### src/rtl/serin_receiver.sv
// serin_receiver: oversampled async serial receiver, start / DW data LSB-first / stop,
// with sticky framing and overrun flags and a one-clk completion irq.
module serin_receiver #(
   parameter int OVS = 16,
   parameter int DW  = 8
) (
   input  logic          clk,
   input  logic          reset,
   input  logic          enp,
   input  logic          tick,
   input  logic          sid,
   input  logic          serin_rd,
   input  logic          skres,
   output logic [DW-1:0] serin_data,
   output logic          data_valid,
   output logic          serin_irq,
   output logic          frame_err,
   output logic          overrun,
   output logic          rx_busy
);

   localparam int CW = $clog2(OVS);
   localparam int BW = (DW > 1) ? $clog2(DW) : 1;
   localparam logic [CW-1:0] HALF  = CW'(OVS / 2 - 1);
   localparam logic [CW-1:0] LAST  = CW'(OVS - 1);
   localparam logic [BW-1:0] BLAST = BW'(DW - 1);

   typedef enum logic [1:0] {IDLE, START, DATA, STOP} state_t;

   state_t        state;
   logic          s1;
   logic          sid_s;
   logic          sid_prev;
   logic          step;
   logic [CW-1:0] cnt;
   logic [BW-1:0] bitn;
   logic [DW-1:0] sh;

   assign step    = enp & tick;
   assign rx_busy = (state != IDLE);

   // Two-flop synchronizer runs every clk; it idles high like the line.
   always_ff @(posedge clk or posedge reset) begin
      if (reset) begin
         s1    <= 1'b1;
         sid_s <= 1'b1;
      end else begin
         s1    <= sid;
         sid_s <= s1;
      end
   end

   always_ff @(posedge clk or posedge reset) begin
      if (reset) begin
         state      <= IDLE;
         sid_prev   <= 1'b1;
         cnt        <= '0;
         bitn       <= '0;
         sh         <= '0;
         serin_data <= '0;
         data_valid <= 1'b0;
         serin_irq  <= 1'b0;
         frame_err  <= 1'b0;
         overrun    <= 1'b0;
      end else begin
         serin_irq <= 1'b0;
         if (serin_rd)
            data_valid <= 1'b0;
         if (skres) begin
            frame_err <= 1'b0;
            overrun   <= 1'b0;
         end
         if (step) begin
            sid_prev <= sid_s;
            unique case (state)
               IDLE: begin
                  if (sid_prev && !sid_s) begin
                     state <= START;
                     cnt   <= '0;
                  end
               end
               START: begin
                  if (cnt == HALF) begin
                     if (sid_s) begin
                        state <= IDLE;
                     end else begin
                        state <= DATA;
                        cnt   <= '0;
                        bitn  <= '0;
                     end
                  end else begin
                     cnt <= cnt + 1'b1;
                  end
               end
               DATA: begin
                  if (cnt == LAST) begin
                     sh  <= {sid_s, sh[DW-1:1]};
                     cnt <= '0;
                     if (bitn == BLAST)
                        state <= STOP;
                     else
                        bitn <= bitn + 1'b1;
                  end else begin
                     cnt <= cnt + 1'b1;
                  end
               end
               STOP: begin
                  if (cnt == LAST) begin
                     // a read in this clk counts as preceding the load
                     state      <= IDLE;
                     serin_data <= sh;
                     data_valid <= 1'b1;
                     serin_irq  <= 1'b1;
                     if (!sid_s)
                        frame_err <= 1'b1;
                     if (data_valid && !serin_rd)
                        overrun <= 1'b1;
                  end else begin
                     cnt <= cnt + 1'b1;
                  end
               end
               default: state <= IDLE;
            endcase
         end
      end
   end

endmodule

### config.mk
export PLATFORM = sky130hd
export DESIGN_NAME = serin_receiver
export DESIGN_NICKNAME = d
export VERILOG_FILES = /design/src/rtl/serin_receiver.sv
export SDC_FILE = /design/constraint.sdc
export NUM_CORES = 1
export LEC_CHECK = 0
export ABC_CLOCK_PERIOD_IN_PS = 2980
export CORE_ASPECT_RATIO = 2
export CORE_MARGIN = 10
export CORE_UTILIZATION = 56
export DETAILED_ROUTE_END_ITERATION = 12
export GPL_TIMING_DRIVEN = 0
export PLACE_DENSITY = 0.93
export SETUP_SLACK_MARGIN = 0.05
export SYNTH_ARGS = -nofsm -noshare
export SYNTH_HDL_FRONTEND = slang
export SYNTH_SLANG_ARGS = --single-unit
### constraint.sdc
create_clock -name clk -period 2.98 [get_ports clk]
set_input_delay 0.596 -clock clk [delete_from_list [all_inputs] [get_ports clk]]
set_output_delay 0.596 -clock clk [all_outputs]
set_load 0.02 [all_outputs]
==> Word level (Yosys, flattened, before mapping) <==
Cells that the tools add are included.
{ "totals": {"register_bits": 32, "out_inout_bits": 13, "wordCells": 77} }
{ "classes": {"addsub": 2, "n_eq_ne": 15, "n_mux": 35, "bitwise_logic": 1, "reduce_logical": 12} }
{ "ops": {"columns": ["op", "n"], "rows": [
  ["2-to-1 mux 4 bit", 5],
  ["2-to-1 mux 1 bit", 17],
  ["!= test 2 bit, second input constant", 8],
  ["one-hot mux 4 bit (4 select lines)", 1],
  ["2-to-1 mux 2 bit", 6],
  ["2-to-1 mux 3 bit", 4],
  ["AND reduction 6 bit", 2],
  ["one-hot mux 2 bit (4 select lines)", 1],
  ["one-hot mux 3 bit (2 select lines)", 1],
  ["AND reduction 3 bit", 2],
  ["adder 4 x 1 -> 4 bit, second input constant", 1],
  ["equality test 2 bit, second input constant", 2],
  ["equality test 4 x 3 -> 1 bit, second input constant", 1],
  ["equality test 4 bit, second input constant", 1],
  ["AND reduction 4 bit", 1],
  ["nonzero test 2 bit", 2],
  ["adder 3 x 1 -> 3 bit, second input constant", 1],
  ["equality test 3 bit, second input constant", 1],
  ["!= test 3 bit, second input constant", 1],
  ["equality test 2 x 1 -> 1 bit, second input constant", 1],
  ["logical AND 1 bit", 2],
  ["zero test 1 bit", 2],
  ["zero test 2 bit", 1],
  ["bitwise AND 1 bit", 1]
]} }

==> Logic depth before layout (Yosys ltp) <==
{ "depth": {"word_depth": 6, "mapped_depth": 5} }

==> Worst setup path before layout <==
OpenSTA, ideal clock, no wires.
{ "synth_timing": {"path_type": "flip-flop to flip-flop", "startpoint": "register cnt[0]", "endpoint": "register sh[0]", "setup_time_ps": 125, "t_arrival_ps": 1472, "required_time_ps": 2855, "setup_slack_ps": 1384, "path_stages_with_launch": 6, "period_less_slack_ps": 1596, "path_cell_list": "dfrtp_1 ha_1 and4_4 and3_1 buf_4 mux2_2"} }
{ "synth_via": {"elab_chain_cells": 2} }
{ "synth_lines": {"columns": ["item", "line", "source"], "rows": [
  ["start, declared", "35", "logic [CW-1:0] cnt;"],
  ["start signal, assigned", "92", "cnt <= cnt + 1'b1;"],
  ["start signal, assigned", "104", "cnt <= cnt + 1'b1;"],
  ["start signal, assigned", "119", "cnt <= cnt + 1'b1;"],
  ["equality test 4 bit", "96", "if (cnt == LAST) begin"],
  ["AND reduction 3 bit (no line)", null, null],
  ["end signal, assigned", "97", "sh <= {sid_s, sh[DW-1:1]};"],
  ["end, declared", "37", "logic [DW-1:0] sh;"]
]} }
Every way passes these cells.
A chain may end at the register's enable or synchronous reset.

==> metrics.txt <==
Slew Limit Fails 0; power per cell area about 700 mW/mm²; Avg WL per Cell approximately 17 µm; Post-route DRC 0; Area after DPL about 0.0017 mm²; die area roughly 0.0053 mm²; CP top delay family buffers and inverters; Worst Hold Class reg -> reg; area grow syn2layout 20.5%; Initial Util roughly three fifths; FP Rows 26; part of the power in combinational logic a little under a third; Post-Syn Area ~0.0015 mm²; RSZ-0062 raised after global routing no; ys flop type dfrtp_1; Post-CTS Hold Buffers 0; WP buf/inv 3; ant diodes 0; vias per inst approximately 5.7; Worst setup SP type flop; crit path max-delay cell type clkdlybuf4s50_1; Peak VDD IR 0.000468 V; GRT Resource Usage Total between 10% and 20%; die height between 90 and 100 µm; Required @ worst endpoint between 2 and 2.5 ns; slowest cell delay on critical path between 0.5 and 0.6 ns; Net Sw Power between 0.0004 and 0.0005 W; # IOs 20; synth top area cells dfrtp_1 (48%), mux2_2 (9.8%), mux2_4 (6.0%); chip width around 57 µm; clock skew 0.0123 ns; post-synth top area share 48.5%; antenna violations before repair 0; grt ovf 0; Clk pwr share roughly a quarter; Yosys top cell by area dfrtp_1; # Post-CTS Setup Buffers 0; Power, Total approximately 0.0013 W; initial DRC count 14; Mapped Cells between 100 and 150; CTS resizes 0; Final Worst Setup Slack about 0.53 ns; Worst-path clk slew 0.06 ns; root buf cell clkbuf_8; Post-synth top cells dfrtp_1 (29), mux2_2 (13), nand2_1 (11); Net Sw Frac 33.7%; vias in the first global route about 1200; Final min period around 2.4 ns; TNS Setup 0 ns; Pleak 0.892 nW; CP Class reg -> out; share of cells above drive strength 1 about a quarter; dpl hpwl around 2300 µm; Final nets approximately 160; post-route ant nets 0; cells along the critical path buf_4 -> nor2_1 -> inv_1 -> clkdlybuf4s50_1; syn_nets 133; sequential power share 43.5%; Ys Warns 0; asr flop ratio synth 100%; post-route design area 0.00180 mm²; largest net degree at the start of global routing 33; Final GP Congestion 0.760; CP Data Arrival Time 1.85 ns; count of different cell masters after synthesis 32; EDFF count, synth 0; status complete, no violations; Setup Viol. Count Final 0; CTS tree done; Clock Tree Buf Depth 2; maxcap violations 0; TritonCTS Sinks 32; Via Count 1007; final WL 3110 µm; CP Capture Type output pin; final hold vios 0; P_int about 0.00084 W; Placeable Area ~0.0026 mm²; most numerous cell in the Yosys netlist dfrtp_1; Worst-Skew Late Latency roughly 0.29 ns; final worst path period share 82.2%; register bit total from synthesis 32; first-pass GRT wire length 5330 µm; Syn Area/Cell 12.2 µm²; CTS Buf Count 5; sequential fraction of the synthesis area 53.8%; pre-CTS WS 0.770 ns; H-tree depth 2; PortBufs 19; fmax just over 400 MHz; first-pass detailed-route iteration total 4; Slew headroom approximately 23%; worst-margin pin slew approximately 1.2 ns; Max Fanout on Critical Path 10
## cells in the final DEF, fill, tap and decap left out
master / synthesis / layout
dfrtp_1: 29 / 29
clkdlybuf4s50_1: 0 / 19
mux2_2: 13 / 13
nand2_1: 11 / 11
inv_1: 9 / 9
mux2_4: 6 / 6
o21ai_0: 6 / 6
nor2_1: 5 / 5
clkbuf_8: 0 / 5
buf_4: 3 / 3
nand2b_1: 3 / 3
mux2i_1: 3 / 3
and3_1: 3 / 3
o22ai_1: 3 / 3
a21oi_1: 3 / 3
ha_1: 3 / 3
dfstp_2: 3 / 3
buf_6: 2 / 2
nand3_1: 2 / 2
and2_1: 2 / 2
clkbuf_1: 0 / 2
o2bb2ai_1: 1 / 1
and4_4: 1 / 1
xor2_1: 1 / 1
nor2b_1: 1 / 1
nand4_4: 1 / 1
and3b_1: 1 / 1
a311oi_1: 1 / 1
a21o_1: 1 / 1
o41ai_1: 1 / 1
or2_0: 1 / 1
a211oi_1: 1 / 1
a31oi_1: 1 / 1
nor3b_1: 1 / 1
o21a_1: 1 / 1
clkinv_2: 0 / 1
## path summary, 6_finish.rpt
path                            startpoint      end  slack, ns  cells past startpoint
max in group asynchronous            reset    sh[1]       1.37                      2
worst max register to register      cnt[0]    sh[0]       1.20                      5
worst min-delay path                    s1    sid_s       0.36                      0
worst max-delay path                  flop  rx_busy       0.53                      4
worst min register to register          s1    sid_s       0.36                      0
min in group asynchronous            reset  overrun       0.92                      2
## cell type report
| class | instances | area, µm² |
|---|---|---|
| sequential | 32 | 805 |
| fill | 160 | 767 |
| multi-input combinational | 77 | 613 |
| timing repair buffer | 19 | 190 |
| clock buffer | 7 | 76.3 |
| buffer | 5 | 45.0 |
| tap | 28 | 35.0 |
| inverter | 9 | 33.8 |
| clock inverter | 1 | 5.00 |
## logic make-up after synthesis
family / Yosys count / share of synthesized area [%]
DFF: 32 / 53.8
muxes: 22 / 17.8
and+or+nand+nor: 32 / 12.1
xor gates and xnor gates: 1 / 0.585
buffers and inverters: 14 / 5.27
AOI/OAI and AO/OA: 19 / 7.94
adders and majority gates: 3 / 2.51
## metrics by stage
| step | hold slack, ns | util [%] | cells |
|---|---|---|---|
| 6_report | 0.358 | 70.2 | 178 |
| 5_1_grt | 0.365 | 70.2 | 178 |
| 4_1_cts | 0.361 | 70.2 | 178 |
| 3_5_place_dp | 0.355 | 67.0 | 170 |
| 3_3_place_gp | 0.346 | 67.0 | 170 |
| 2_1_floorplan | 0.345 | - | 123 |
## per-layer routing
layer	vias to the layer above	track usage, %	wire length, µm
met5	-	0	0
met4	0	7.66	105
met3	8	3.39	95
met2	22	24.7	1830
met1	498	10.8	1090
li1	479	-	-
## registers in the layout, summed over array words and instances, names as in the netlist, named ones only
register and cells:
cnt 4, sid_prev 1, data_valid 1, sid_s 1, bitn 3, serin_data 8, sh 8, frame_err 1
s1 1, state 1, overrun 1, serin_irq 1
## power by group through the flow
stage          registers (W)  clock network (W)  logic [W]
2_1_floorplan       0.000544                  0   0.000303
3_3_place_gp        0.000551                  0   0.000371
3_5_place_dp        0.000559                  0   0.000396
4_1_cts             0.000551           0.000321   0.000400
5_1_grt             0.000561           0.000338   0.000447
6_report            0.000550           0.000315   0.000400
No activity file was read; power rests on OpenSTA's default activity.
